===== config.mk =====
export PLATFORM = sky130hd
export DESIGN_NAME = gen_reg_file
export DESIGN_NICKNAME = d
export VERILOG_FILES = /design/src/rtl/gen_reg_file_pkg.sv /design/src/rtl/gen_reg_file_reg_cell.sv /design/src/rtl/gen_reg_file.sv
export SDC_FILE = /design/constraint.sdc
export NUM_CORES = 1
export LEC_CHECK = 0
export CORE_AREA = 2 2 90 92
export DETAILED_ROUTE_END_ITERATION = 8
export DIE_AREA = 0 0 92 94
export PLACE_DENSITY_LB_ADDON = 0.12
export SYNTH_ARGS = -nofsm -noshare
export SYNTH_HDL_FRONTEND = slang
export SYNTH_SLANG_ARGS = --single-unit

===== constraint.sdc =====
create_clock -name CLK -period 3.3 [get_ports CLK]
set_clock_uncertainty 0.2 [all_clocks]
set_input_delay 0.33 -clock CLK [delete_from_list [all_inputs] [get_ports CLK]]
set_output_delay 0.33 -clock CLK [all_outputs]
set_load 0.1 [all_outputs]

===== src/rtl/gen_reg_file_pkg.sv =====
// Shared definitions for the general-purpose register file: function encodings
// and the read-select width helper.
package gen_reg_file_pkg;

  typedef enum logic [1:0] {
    FUN_DEC  = 2'd0,
    FUN_INC  = 2'd1,
    FUN_LOAD = 2'd2,
    FUN_CLR  = 2'd3
  } fun_sel_e;

  // Bits needed to index n registers (at least one bit).
  function automatic int unsigned sel_width(input int unsigned n);
    int unsigned w;
    w = 1;
    while ((32'd1 << w) < n) w++;
    return w;
  endfunction

endpackage


===== src/rtl/gen_reg_file_reg_cell.sv =====
// One register of the file: decrement / increment / load (full or half) / clear,
// with a combinational flag raised when an inc/dec crosses the value limit.
module reg_cell
  import gen_reg_file_pkg::*;
#(
  parameter int unsigned WIDTH    = 8,
  parameter bit          SATURATE = 1'b0
) (
  input  logic             CLK,
  input  logic             RST,
  input  logic             en,
  input  logic [1:0]       fun_sel,
  input  logic             half_en,
  input  logic             half_sel,
  input  logic [WIDTH-1:0] din,
  output logic [WIDTH-1:0] q,
  output logic             limit_hit_c
);

  localparam int unsigned HALF = WIDTH / 2;

  logic [WIDTH-1:0] d_next;
  logic             at_max;
  logic             at_min;

  assign at_max = (q == {WIDTH{1'b1}});
  assign at_min = (q == '0);

  // Next value for the selected function; saturating mode pins the limits.
  always_comb begin
    d_next = q;
    case (fun_sel)
      FUN_DEC:  d_next = (SATURATE && at_min) ? q : q - WIDTH'(1);
      FUN_INC:  d_next = (SATURATE && at_max) ? q : q + WIDTH'(1);
      FUN_LOAD: begin
        if (!half_en)     d_next = din;
        else if (half_sel) d_next = {din[HALF-1:0], q[HALF-1:0]};
        else              d_next = {q[WIDTH-1:HALF], din[HALF-1:0]};
      end
      FUN_CLR:  d_next = '0;
      default:  d_next = q;
    endcase
  end

  // Limit crossing only matters when this register is actually operated on.
  always_comb begin
    limit_hit_c = 1'b0;
    if (en) begin
      limit_hit_c = ((fun_sel == FUN_INC) && at_max) ||
                    ((fun_sel == FUN_DEC) && at_min);
    end
  end

  // Register state; reset wins over any enabled operation.
  always_ff @(posedge CLK) begin
    if (RST)     q <= '0;
    else if (en) q <= d_next;
  end

endmodule


===== src/rtl/gen_reg_file.sv =====
// Register file of NUM_REGS reg_cell instances sharing one function select,
// with two combinational read ports, zero flags and a registered limit event.
module gen_reg_file
  import gen_reg_file_pkg::*;
#(
  parameter int unsigned WIDTH    = 8,
  parameter int unsigned NUM_REGS = 4,
  parameter bit          SATURATE = 1'b0
) (
  input  logic                             CLK,
  input  logic                             RST,
  input  logic [1:0]                       FunSel,
  input  logic [NUM_REGS-1:0]              RegSel,
  input  logic                             HalfEn,
  input  logic                             HalfSel,
  input  logic [WIDTH-1:0]                 I,
  input  logic [sel_width(NUM_REGS)-1:0]   OutASel,
  input  logic [sel_width(NUM_REGS)-1:0]   OutBSel,
  output logic [WIDTH-1:0]                 OutA,
  output logic [WIDTH-1:0]                 OutB,
  output logic [NUM_REGS-1:0]              ZeroFlags,
  output logic                             LimitEv
);

  localparam int unsigned SEL_W = sel_width(NUM_REGS);

  logic [WIDTH-1:0]    regs_q [NUM_REGS];
  logic [NUM_REGS-1:0] hit_c;

  for (genvar k = 0; k < NUM_REGS; k++) begin : g_cell
    reg_cell #(
      .WIDTH    (WIDTH),
      .SATURATE (SATURATE)
    ) u_cell (
      .CLK         (CLK),
      .RST         (RST),
      .en          (~RegSel[k]),
      .fun_sel     (FunSel),
      .half_en     (HalfEn),
      .half_sel    (HalfSel),
      .din         (I),
      .q           (regs_q[k]),
      .limit_hit_c (hit_c[k])
    );

    assign ZeroFlags[k] = (regs_q[k] == '0);
  end

  // Read muxes; an index with no matching register reads zero.
  always_comb begin
    OutA = '0;
    OutB = '0;
    for (int k = 0; k < NUM_REGS; k++) begin
      if (OutASel == SEL_W'(k)) OutA = regs_q[k];
      if (OutBSel == SEL_W'(k)) OutB = regs_q[k];
    end
  end

  // One-cycle event when any enabled register hit a limit on the last edge.
  always_ff @(posedge CLK) begin
    if (RST) LimitEv <= 1'b0;
    else     LimitEv <= |hit_c;
  end

endmodule


### Word level (Yosys, flattened, before mapping)

Index checks and enable logic that the tools add are counted.

| cells by class | value |
|---|---|
| equality and inequality tests | 15 |
| $add $sub $neg | 8 |
| bitwise logic cells | 4 |
| reduce and logical (&&, ||, !) cells | 28 |
| muxes and demuxes | 18 |

Operators with widths:

| kind | number |
|---|---|
| $pmux 8 s4 | 4 |
| $mux 8 | 10 |
| $add 8x1->8 const B | 4 |
| $eq 8x8->1 const B | 4 |
| $logic_not 8->1 | 4 |
| $sub 8x1->8 const B | 4 |
| $reduce_and 2->1 | 8 |
| $eq 2x2->1 const B | 6 |
| $logic_and 1x1->1 | 8 |
| $eq 2x1->1 const B | 3 |
| $logic_not 2->1 | 3 |
| $ne 3x3->1 const B | 2 |
| $logic_or 1x1->1 | 4 |
| $mux 1 | 4 |
| $not 1->1 | 4 |
| $reduce_or 4->1 | 1 |

| word-level totals | value |
|---|---|
| flip-flop bits (word level) | 33 |
| input port bits | 22 |

### Longest topological paths before layout

Gate-level depths: netlist of run 1.

| logic depth | value |
|---|---|
| depth after elaboration | 5 |
| gate-level depth with buffers | 11 |

### Hierarchy

A second synthesis of run 1 with hierarchy kept.

| second synthesis, totals | value |
|---|---|
| cell total of the unflattened synthesis | 433 |
| area, all modules | 3881.2 µm² |

By module, submodules not included:

| module | instances | cells each | sequential area each (µm²) | area each (µm²) |
|---|---|---|---|---|
| reg_cell at g_cell[0].u_cell ... | 2 | 98 | 160.2 | 850.8 |
| reg_cell at g_cell[2].u_cell ... | 2 | 99 | 160.2 | 833.3 |
| gen_reg_file | 1 | 39 | 20.0 | 513.0 |

### Worst setup path after synthesis of run 1

Ideal clock, no wire load.

| path | value |
|---|---|
| path type | input port to flip-flop |
| start | in FunSel[1] |
| end | reg g_cell[2].u_cell.q[7] |
| path slack | 594 ps |
| stages | 11 |
| data arrival time | 2373 ps |
| required time | 2966 ps |
| buffers on the path | 2 |
| setup time | 134 ps |
| path through | and2b_2 -> inv_2 -> buf_6 -> buf_6 -> ha_1 -> a211o_1 -> nand4_1 -> o311ai_1 -> or3b_1 -> a31oi_1 -> o22ai_1 |

| on the way | value |
|---|---|
| cells in the longest elaborated chain, start to end | 3 |
| elaborated cells between the ends (all ways) | 7 |
| those cells by class | eq/ne (4); mux (1); reduce/logical (2) |

RTL lines:

| element | RTL line | text |
|---|---|---|
| start: declaration | gen_reg_file.sv:12 | `input logic [1:0] FunSel,` |
| $eq 2x2->1 | gen_reg_file_reg_cell.sv:32 | `case (fun_sel)` |
| $ne 3x3->1 (no line) | -- |  |
| $reduce_and 2->1 (no line) | -- |  |
| end signal: assignment | gen_reg_file_reg_cell.sv:57 | `else if (en) q <= d_next;` |
| end: declaration | gen_reg_file_reg_cell.sv:16 | `output logic [WIDTH-1:0] q,` |

Parallel ways exist; a longest one is shown, timed or not.
A chain may end at the register's enable or synchronous reset.

### Final worst setup path of run 1

Same ends and word-level chain as after synthesis.

==> impl_metrics.csv, run 1 <==
group,metric,value,unit
run_status,status,"complete, no violations",
drt,routed_via_density,6.43,
global_route,antenna_found_initial,0,
clock_network,path_clk_slew,0.07,ns
synthesis,syn_avg_cell_area,7.82,sq um
synthesis,yosys_warnings,0,
synthesis,yosys.area_share.simple,24.2,%
worst_setup_path,start_kind,"input port",
global_route,grt_pass1_vias,3238,
clock_network,ctsResizeCount,0,
synthesis,async_flop_share,0,%
floorplanning,start_util,44.7,%
clock_network,numCtsBuffers,5,
placed_design,hpwl,8180,um
floorplanning,pin_count,43,
worst_setup_path,cp_data_arrival_time,2.76,ns
global_route,grt_usage,26.8,%
clock_network,ctsHoldBuffers,0,
layout,antenna_cells,0,
placed_design,io_buffers,42,
sta,finalHoldViolations,0,
power_and_ir_drop,p_leak,0.00155,uW
synthesis,synth-edff-count,0,
sta,fmax,0.355,GHz
sta,tightest_slew,0.970,ns
layout,nNetsFinal,494,
synthesis,synth_compound_area_share,27.0,%
global_route,grt_pass1_wl,17800,um
floorplanning,fp.dieArea,8650,sq um
clock_network,cts_max_level,2,
floorplanning,dieWidth,92,um
synthesis,synthXorXnorAreaFrac,4.63,%
synthesis,synthesis.nets,472,
synthesis,synth_ff_type,"dfxtp_1",
run,maxCapViolCount,0,
sta,maxSlewHeadroom,35.1,%
drt,first_pass_iters,5,
placed_design,dp_slack,0.191,ns
synthesis,syn_area,3400,sq um
clock_network,clk_latency,0.29,ns
synthesis,synth_mux_area_share,12.0,%
synthesis,ys_types,68,
worst_setup_path,critPathSlowestCell,"clkdlybuf4s50_1",
worst_setup_path,cp_max_fo,11,
floorplanning,die_h,94,um
synthesis,synth_fa_ha_area_share,5.52,%
placed_design,gp_congestion,0.933,
worst_setup_path,crit_chain,"clkdlybuf4s50_1 > and2b_2 > inv_2 > ha_1 > a211o_1 > nand4_1 > o311ai_1 > or3b_1 > a31oi_1 > o22ai_1",
sta,grt_setup_unrepaired,"no",
sta,finalCriticalPeriod,2.81,ns
drt,drc,0,
synthesis,syn_inst,435,
clock_network,cts-root-buf,"clkbuf_8",
global_route,grt_max_degree,34,
drt,drtIter0Drc,351,
layout,mostFrequentLayoutCells,"nor2_1 (45), buf_4 (34), dfxtp_1 (33)",
sta,drv_slew,0,
clock_network,cts.path.max_buffers,2,
worst_setup_path,cp-end-kind,"flop",
worst_setup_path,worstSetupPathType,"input port to flop",
power_and_ir_drop,p_per_area,449,nW/um^2
clock_network,cts_setup_buffers,0,
floorplanning,core-area,7610,sq um
drt,wl_per_cell,20.3,um
global_route,grt_overflow,0,
drt,vias,3603,
synthesis,ys_seq_area_share,19.4,%
drt,routed_wl,11400,um
drt,ant_nets,0,
synthesis,synth-seq-cells,33,
worst_setup_path,cp_top_family,"simple AND/OR/NAND/NOR gates",
min_path,min_path_type,"flop to flop",
layout,final_common_cell,"nor2_1",
sta,setup_viol,0,
sta,whs,0.375,ns
clock_network,clock-sinks,33,
sta,post-route-period-util,85.3,%
sta,finalWorstSetupSlack,0.486,ns
floorplanning,rows,32,
power_and_ir_drop,irDropWorstVdd,0.254,mV
synthesis,synth_top_family_by_area,"compound AO/OA/AOI/OAI gates",
layout,drive_above_1_share,13.5,%
worst_setup_path,critical_path_required,3.24,ns
clock_network,cts_tree,"yes",
layout,layout-area-overhead-vs-synth,15.3,%
sta,final.setup.tns,0,ns
worst_setup_path,path_buf_inv,2,
worst_setup_path,cpPeakStageDelay,0.47,ns
where the power goes:
group | total, uW | internal, uW | switching, uW
combinational | 836 | 300 | 537
clock | 409 | 246 | 162
sequential | 517 | 434 | 82.5
flip-flops by register name, summed over array words and instances (netlist names):
signal,flops
g_cell.u_cell.q,32
LimitEv,1
path summary, 6_finish.rpt:
| check | from | to | slack (ns) | depth (start not counted) |
|---|---|---|---|---|
| hold reg to reg | g_cell[2].u_cell.q[4]$_SDFFE_PP0P_ | g_cell[2].u_cell.q[4]$_SDFFE_PP0P_ | 0.38 | 2 |
| hold / removal | g_cell[2].u_cell.q[4]$_SDFFE_PP0P_ | g_cell[2].u_cell.q[4]$_SDFFE_PP0P_ | 0.38 | 2 |
| setup reg to reg | g_cell[2].u_cell.q[4]$_SDFFE_PP0P_ | g_cell[2].u_cell.q[7]$_SDFFE_PP0P_ | 0.99 | 7 |
| setup / recovery | FunSel[1] | g_cell[2].u_cell.q[7]$_SDFFE_PP0P_ | 0.49 | 10 |
final cells by class:
| type | instances | area, sq um |
|---|---|---|
| fillers | 763 | 3680 |
| well taps | 102 | 128 |
| inverters | 13 | 48.8 |
| clock inverters | 1 | 30.0 |
| clock buffers | 7 | 86.3 |
| repair buffers | 56 | 475 |
| multi-input cells | 348 | 2490 |
| flip-flops and latches | 33 | 661 |
Yosys cell counts (5+ instances only):
library cell / n / share of area (%)
nor2_1: 45 / 5.0
dfxtp_1: 33 / 19
a21oi_1: 30 / 4.4
clkbuf_1: 25 / 2.8
nor3_1: 25 / 3.7
nand2_1: 24 / 2.6
o21ai_0: 17 / 2.5
ha_1: 15 / 5.5
mux4_2: 14 / 9.3
inv_1: 11 / 1.2
o21ai_1: 11 / 1.6
o31ai_1: 10 / 2.2
xnor2_1: 10 / 2.6
nand3_1: 9 / 1.3
nand4_1: 8 / 1.5
xor2_1: 8 / 2.1
a211oi_1: 7 / 1.5
a22oi_1: 7 / 1.5
and2_1: 7 / 1.3
buf_2: 6 / 0.88
o211ai_1: 6 / 1.3
o22ai_1: 6 / 1.1
a311oi_1: 5 / 1.3
and3_1: 5 / 0.92
nor4_1: 5 / 0.92
or3_1: 5 / 0.92
or4_1: 5 / 1.1
stage by stage:
step           cells  cell area [sq um]  power (uW)  util, %
3_3_place_gp     552               3810        1340     50.0
3_5_place_dp     552               3810        1350     50.0
6_report         560               3920        1760     51.6
4_1_cts          560               3920        1770     51.6
5_1_grt          560               3920        1850     51.6
2_1_floorplan    435               3400        1170        -
worst register-to-register path, delay by kind of cell, from the launching register on:
| family | cells | cell delay, ns |
|---|---|---|
| DFF | 1 | 0.42 |
| and+or+nand+nor | 2 | 0.51 |
| adders and majority gates | 1 | 0.32 |
| AOI/OAI and AO/OA | 4 | 0.72 |
kinds of logic (layout without fill, tap and decap cells):
group,Yosys count,in the layout
compound gates,136,136
flops,33,33
fa+ha+maj,15,15
simple gates,159,159
mux,20,20
buf+inv,54,77
xor+xnor,18,18
layer usage:
layer | up-vias | track usage, % | part of all wire (%)
li1 | 1708 | - | -
met1 | 1695 | 37.9 | 45
met2 | 174 | 40.8 | 44
met3 | 26 | 3.53 | 8.2
met4 | 0 | 11.6 | 2.8
met5 | - | 0 | 0
(Power assumes the default switching activity.)
==> inputs of run 2 (changes only) <==
--- a/config.mk
+++ b/config.mk
@@ -6,9 +6,11 @@
 export NUM_CORES = 1
 export LEC_CHECK = 0
 export CORE_AREA = 2 2 90 92
+export CTS_CLUSTER_DIAMETER = 200
 export DETAILED_ROUTE_END_ITERATION = 8
 export DIE_AREA = 0 0 92 94
 export PLACE_DENSITY_LB_ADDON = 0.12
+export SETUP_SLACK_MARGIN = 0.02
 export SYNTH_ARGS = -nofsm -noshare
 export SYNTH_HDL_FRONTEND = slang
 export SYNTH_SLANG_ARGS = --single-unit
==> results of run 2 <==
The final DEF is identical to that of run 1; final timing and power are the same.
==> inputs of run 3 (changes only) <==
--- a/config.mk
+++ b/config.mk
@@ -5,12 +5,14 @@
 export SDC_FILE = /design/constraint.sdc
 export NUM_CORES = 1
 export LEC_CHECK = 0
-export CORE_AREA = 2 2 90 92
+export CORE_AREA = 2 2 96 98
 export CTS_CLUSTER_DIAMETER = 200
 export DETAILED_ROUTE_END_ITERATION = 8
-export DIE_AREA = 0 0 92 94
+export DIE_AREA = 0 0 98 100
 export PLACE_DENSITY_LB_ADDON = 0.12
 export SETUP_SLACK_MARGIN = 0.02
+export SLEW_MARGIN = 25
 export SYNTH_ARGS = -nofsm -noshare
 export SYNTH_HDL_FRONTEND = slang
+export SYNTH_HIERARCHICAL = 1
 export SYNTH_SLANG_ARGS = --single-unit
==> run 3 against run 2 <==
Hold slack better by 0.023 ns; flip-flop and latch count did not move; sequential power is 2% higher.
==> impl_metrics.csv, run 3 <==
group,metric,value,unit
layout,antenna_cells,0,
power_and_ir_drop,power,1850,uW
clock_network,cts_max_level,2,
synthesis,synth_most_common_cell,"nor2_1",
clock_network,cts.path.max_buffers,2,
placed_design,dp_slack,0.331,ns
sta,grt_setup_unrepaired,"no",
clock_network,cts-root-buf,"clkbuf_8",
sta,maxSlewHeadroom,35.6,%
global_route,grt_pass1_vias,3737,
clock_network,clk_latency,0.29,ns
synthesis,synth_ff_type,"dfxtp_1",
synthesis,synthesis.nets,483,
sta,setup_viol,0,
clock_network,path_clk_slew,0.07,ns
synthesis,syn_avg_cell_area,8.96,sq um
synthesis,synth-edff-count,0,
synthesis,ys_types,59,
drt,vias,3831,
synthesis,syn_inst,433,
worst_setup_path,critical_path_required,3.31,ns
floorplanning,rows,35,
clock_network,clock-sinks,33,
drt,drtIter0Drc,236,
layout,top_regs,"g_cell.u_cell/q x32, LimitEv x1",
global_route,grt_usage,25.1,%
sta,final.setup.tns,0,ns
floorplanning,die_h,100,um
clock_network,cts_setup_buffers,0,
worst_setup_path,cp-end-kind,"flop",
drt,wl_per_cell,20.6,um
layout,largest_register_ff_count,32,
sta,tightest_slew,0.963,ns
clock_network,ctsHoldBuffers,0,
synthesis,syn_area,3880,sq um
drt,routed_via_density,6.57,
layout,drive_above_1_share,16.7,%
drt,ant_nets,0,
layout,final-seq-area,661,sq um
placed_design,hpwl,8980,um
drt,routed_wl,12000,um
worst_setup_path,start_kind,"input port",
global_route,grt_pass1_wl,19700,um
synthesis,synth-seq-cells,33,
floorplanning,core-area,8890,sq um
layout,multiInputGateArea,3040,sq um
global_route,grt_overflow,0,
worst_setup_path,cp_max_fo,8,
power_and_ir_drop,irDropWorstVdd,0.169,mV
min_path,min_path_type,"flop to flop",
floorplanning,pin_count,43,
global_route,antenna_found_initial,0,
worst_setup_path,worstSetupPathType,"input port to flop",
sta,finalWorstSetupSlack,0.597,ns
clock_network,numCtsBuffers,5,
floorplanning,dieWidth,98,um
synthesis,yosys.area.top_type,"dfxtp_1",
layout,final_core_util,49.3,%
placed_design,gp_congestion,0.877,
synthesis,synth.area.top_cells,"dfxtp_1 (17%), mux4_2 (9.3%), ha_1 (7.7%)",
sta,fmax,0.370,GHz
synthesis,ys_seq_area_share,17.0,%
clock_network,ctsResizeCount,0,
global_route,grt_max_degree,42,
sta,finalCriticalPeriod,2.70,ns
drt,first_pass_iters,5,
synthesis,synth_top_area_share,17.0,%
layout,layout-area-overhead-vs-synth,13.0,%
worst_setup_path,cp_data_arrival_time,2.72,ns
layout,regMostFlops,"g_cell.u_cell/q",
synthesis,synthTopCellsByCount,"nor2_1 (51), dfxtp_1 (33), ha_1 (24), a211oi_1 (20), mux2i_1 (18)",
synthesis,yosys_warnings,6,
power_and_ir_drop,p_per_area,422,nW/um^2
drt,drc,0,
layout,final_common_cell,"nor2_1",
floorplanning,start_util,43.7,%
run,maxCapViolCount,0,
layout,fill_cells,869,
sta,finalHoldViolations,0,
placed_design,io_buffers,42,
sta,post-route-period-util,81.9,%
layout,nNetsFinal,522,
synthesis,async_flop_share,0,%
sta,drv_slew,0,
layout,mostFrequentLayoutCells,"nor2_1 (51), dfxtp_1 (33), buf_4 (26)",
floorplanning,fp.dieArea,9800,sq um
power_and_ir_drop,p_leak,0.00177,uW
run_status,status,"complete, no violations",
clock_network,cts_tree,"yes",
## run 3: changes by cell type in the layout (fill, tap and decap cells not counted), moves of 9 or more
cell | previous run | this run
mux2i_1 | 3 | 18
nand2_1 | 24 | 8
o31ai_1 | 10 | 0
a21oi_1 | 30 | 16
ha_1 | 15 | 24
nor3_1 | 25 | 10
nor3b_1 | 2 | 12
a211oi_1 | 7 | 20
a211oi_2 | 0 | 10
## run 3: cell families after synthesis
family / after synthesis / share of synthesized area (%)
fa+ha+maj: 28 / 9.80
compound gates: 150 / 30.8
mux: 34 / 13.9
buf+inv: 30 / 4.77
xor+xnor: 8 / 1.81
flops: 33 / 17.0
simple gates: 150 / 21.9
## run 3: worst max-delay path, cell delays in order
cell             delay, ns
clkdlybuf4s50_1       0.73
nand2b_1              0.32
fa_1                  0.52
a211oi_2              0.28
o21ai_1               0.12
o22a_1                0.21
a211oi_2              0.20
## run 3: power by group
part / switching, uW / internal [uW] / total, uW
Sequential: 91.0 / 438 / 529
Clock: 167 / 166 / 333
Combinational: 619 / 368 / 986
## run 3: path summary, 6_finish.rpt
path | to | from | cells past startpoint | slack, ns
worst min-delay path | g_cell[0].u_cell/q[3]$_SDFFE_PP0P_ | g_cell[0].u_cell/q[3]$_SDFFE_PP0P_ | 2 | 0.40
worst min register to register | g_cell[0].u_cell/q[3]$_SDFFE_PP0P_ | g_cell[0].u_cell/q[3]$_SDFFE_PP0P_ | 2 | 0.40
worst max register to register | g_cell[3].u_cell/q[5]$_SDFFE_PP0P_ | g_cell[3].u_cell/q[1]$_SDFFE_PP0P_ | 5 | 1.27
worst max-delay path | g_cell[1].u_cell/q[4]$_SDFFE_PP0P_ | FunSel[0] | 7 | 0.60
## run 3: layout make-up
class,instances,share of cell area (%)
Multi-Input combinational cell,370,69.2
Sequential cell,33,15.1
Timing Repair Buffer,48,9.36
Tap cell,111,3.17
Clock buffer,7,1.97
Inverter,14,1.20
## run 3: metal layers
| metal | routed length (um) | global-route usage [%] | vias up | share of wire, % |
|---|---|---|---|---|
| met5 | 0 | 0 | - | 0 |
| met4 | 274 | 7.69 | 0 | 2.3 |
| met3 | 857 | 4.25 | 21 | 7.1 |
| met2 | 5430 | 40.4 | 151 | 45 |
| met1 | 5420 | 34.7 | 1831 | 45 |
| li1 | - | - | 1828 | - |
## run 3: stage by stage
step | cell area, sq um | hold slack (ns) | std cells
floorplan | 3880 | 0.202 | 433
global placement | 4300 | 0.389 | 576
detailed placement | 4300 | 0.397 | 576
CTS | 4380 | 0.407 | 583
global route | 4380 | 0.424 | 583
finish | 4380 | 0.398 | 583
==> RTL edit, RTL diff (config.mk and constraints of run 2) <==
`SATURATE` is set to 1'b0 in 2 places; all go to 1'b1.
--- a/src/rtl/gen_reg_file_reg_cell.sv
+++ b/src/rtl/gen_reg_file_reg_cell.sv
@@ -4,7 +4,7 @@
   import gen_reg_file_pkg::*;
 #(
   parameter int unsigned WIDTH    = 8,
-  parameter bit          SATURATE = 1'b0
+  parameter bit          SATURATE = 1'b1
 ) (
   input  logic             CLK,
   input  logic             RST,
--- a/src/rtl/gen_reg_file.sv
+++ b/src/rtl/gen_reg_file.sv
@@ -5,7 +5,7 @@
 #(
   parameter int unsigned WIDTH    = 8,
   parameter int unsigned NUM_REGS = 4,
-  parameter bit          SATURATE = 1'b0
+  parameter bit          SATURATE = 1'b1
 ) (
   input  logic                             CLK,
   input  logic                             RST,
Function: changed (Yosys sat finds a counterexample within 4 cycles, from zero or initial values and one cycle with RST high).
==> RTL edit against run 2 <==
First-iteration DRC count is 41% lower. Hold slack worse by 0.0048 ns. Sequential cell count stayed put. Synthesized area is 1.6% higher. Highest routed layer unchanged. Design area is 1.5% higher. Wire length is 6.0% lower. Largest power group unchanged. Setup slack worse by 0.086 ns. Critical path depth is 1 lower. Power is 6.4% higher. Critical endpoint is now g_cell[0].u_cell.q[6].
==> RTL edit: results (changes against run 2) <==
Outcome:
- The flow ran to the end, and the final reports show no timing, DRC or antenna violations.

Drt:
- The detailed-routing iteration count for the pre-antenna-repair pass is 6 (+1).
- The routed wire length on met2 is 5351 um (+6.5%).
- The wire length per cell is 19.69 um (-3.1%).
- The total via count after detailed routing is 3423 (-5.0%).
- The via density per instance was 6.304 (-2.0%).
- The number of DRC markers after the initial detailed-route iteration is 207 (-41%).

Global routing:
- The maximum number of pins on one net before global-route repair was 47 (+38%).
- The routing usage on met2 is 44.79% (+4.0 points).
- The overall routing resource usage is 25.50% (-1.3 points).

Place:
- The placer's final routability congestion estimate is 0.8780 (-5.9%).
- The post-detailed-placement half-perimeter wirelength was 7939 um (-2.9%).
- The setup slack at placement is 0.1461 ns (-0.04473 ns).

Timing:
- The upper clock frequency limit is 0.3448 GHz (-3.0%).
- The remaining max-slew budget at the tightest pin is 33.86% (-1.3 points).

Pwr:
- The power density of the placed cells is 470.6 nW/um2 (+4.8%).
- The combinational gate power came to 0.00103 W (+23%).
- The share of total power in the clock network was 16.7% (-6.5 points).
- The total net switching power is 0.0009109 W (+17%).

Critical path:
- The delay of the slowest cell on the worst path is 0.50 ns (+0.03 ns).
- The setup slack of the most critical reg-to-reg path is 0.85 ns (-0.14 ns).
- The endpoint identified for the worst register-to-register timing path is g_cell[0].u_cell.q[6].
- The kind of cell with the highest combined delay along the critical path is compound AO/OA/AOI/OAI gates.
- The critical register-to-register path startpoint is g_cell[0].u_cell.q[0].

Cells and area:
- The share of cells above drive strength 1 was 14.29% (+0.75 points).
- The final-layout fill cell count is 749 (-1.8%).

Hold path:
- In this run the most critical hold path is launched from g_cell[0].u_cell.q[4].
## RTL edit: cell types whose count changed after synthesis, sizes merged, moves of 7 or more
cell | run 2 | this run
nor4 | 5 | 14
a211oi | 7 | 24
clkbuf | 25 | 10
a22oi | 7 | 0
nand2 | 24 | 13
nor3 | 25 | 12
nor2b | 4 | 12
mux2i | 3 | 16
ha | 15 | 25
a21oi | 31 | 12
## RTL edit: cells by family after synthesis
family / count (synthesis) / synth area share (%)
AND/OR/NAND/NOR: 156 / 24.33
AO/OA/AOI/OAI: 105 / 21.18
buffers and inverters: 36 / 5.395
flip-flops: 33 / 19.12
multiplexers: 32 / 15.06
adder cells (fa/ha/maj): 29 / 11.37
XOR/XNOR: 14 / 3.548
## RTL edit: area by class of cell
cell class              count  area, um2  area share, %
clock inverters             3      17.52         0.4398
multi-input cells         336       2609          65.50
flip-flops and latches     33      660.6          16.59
well taps                 102      127.6          3.205
inverters                  13      48.80          1.225
repair buffers             51      450.4          11.31
clock buffers               5      68.82          1.728
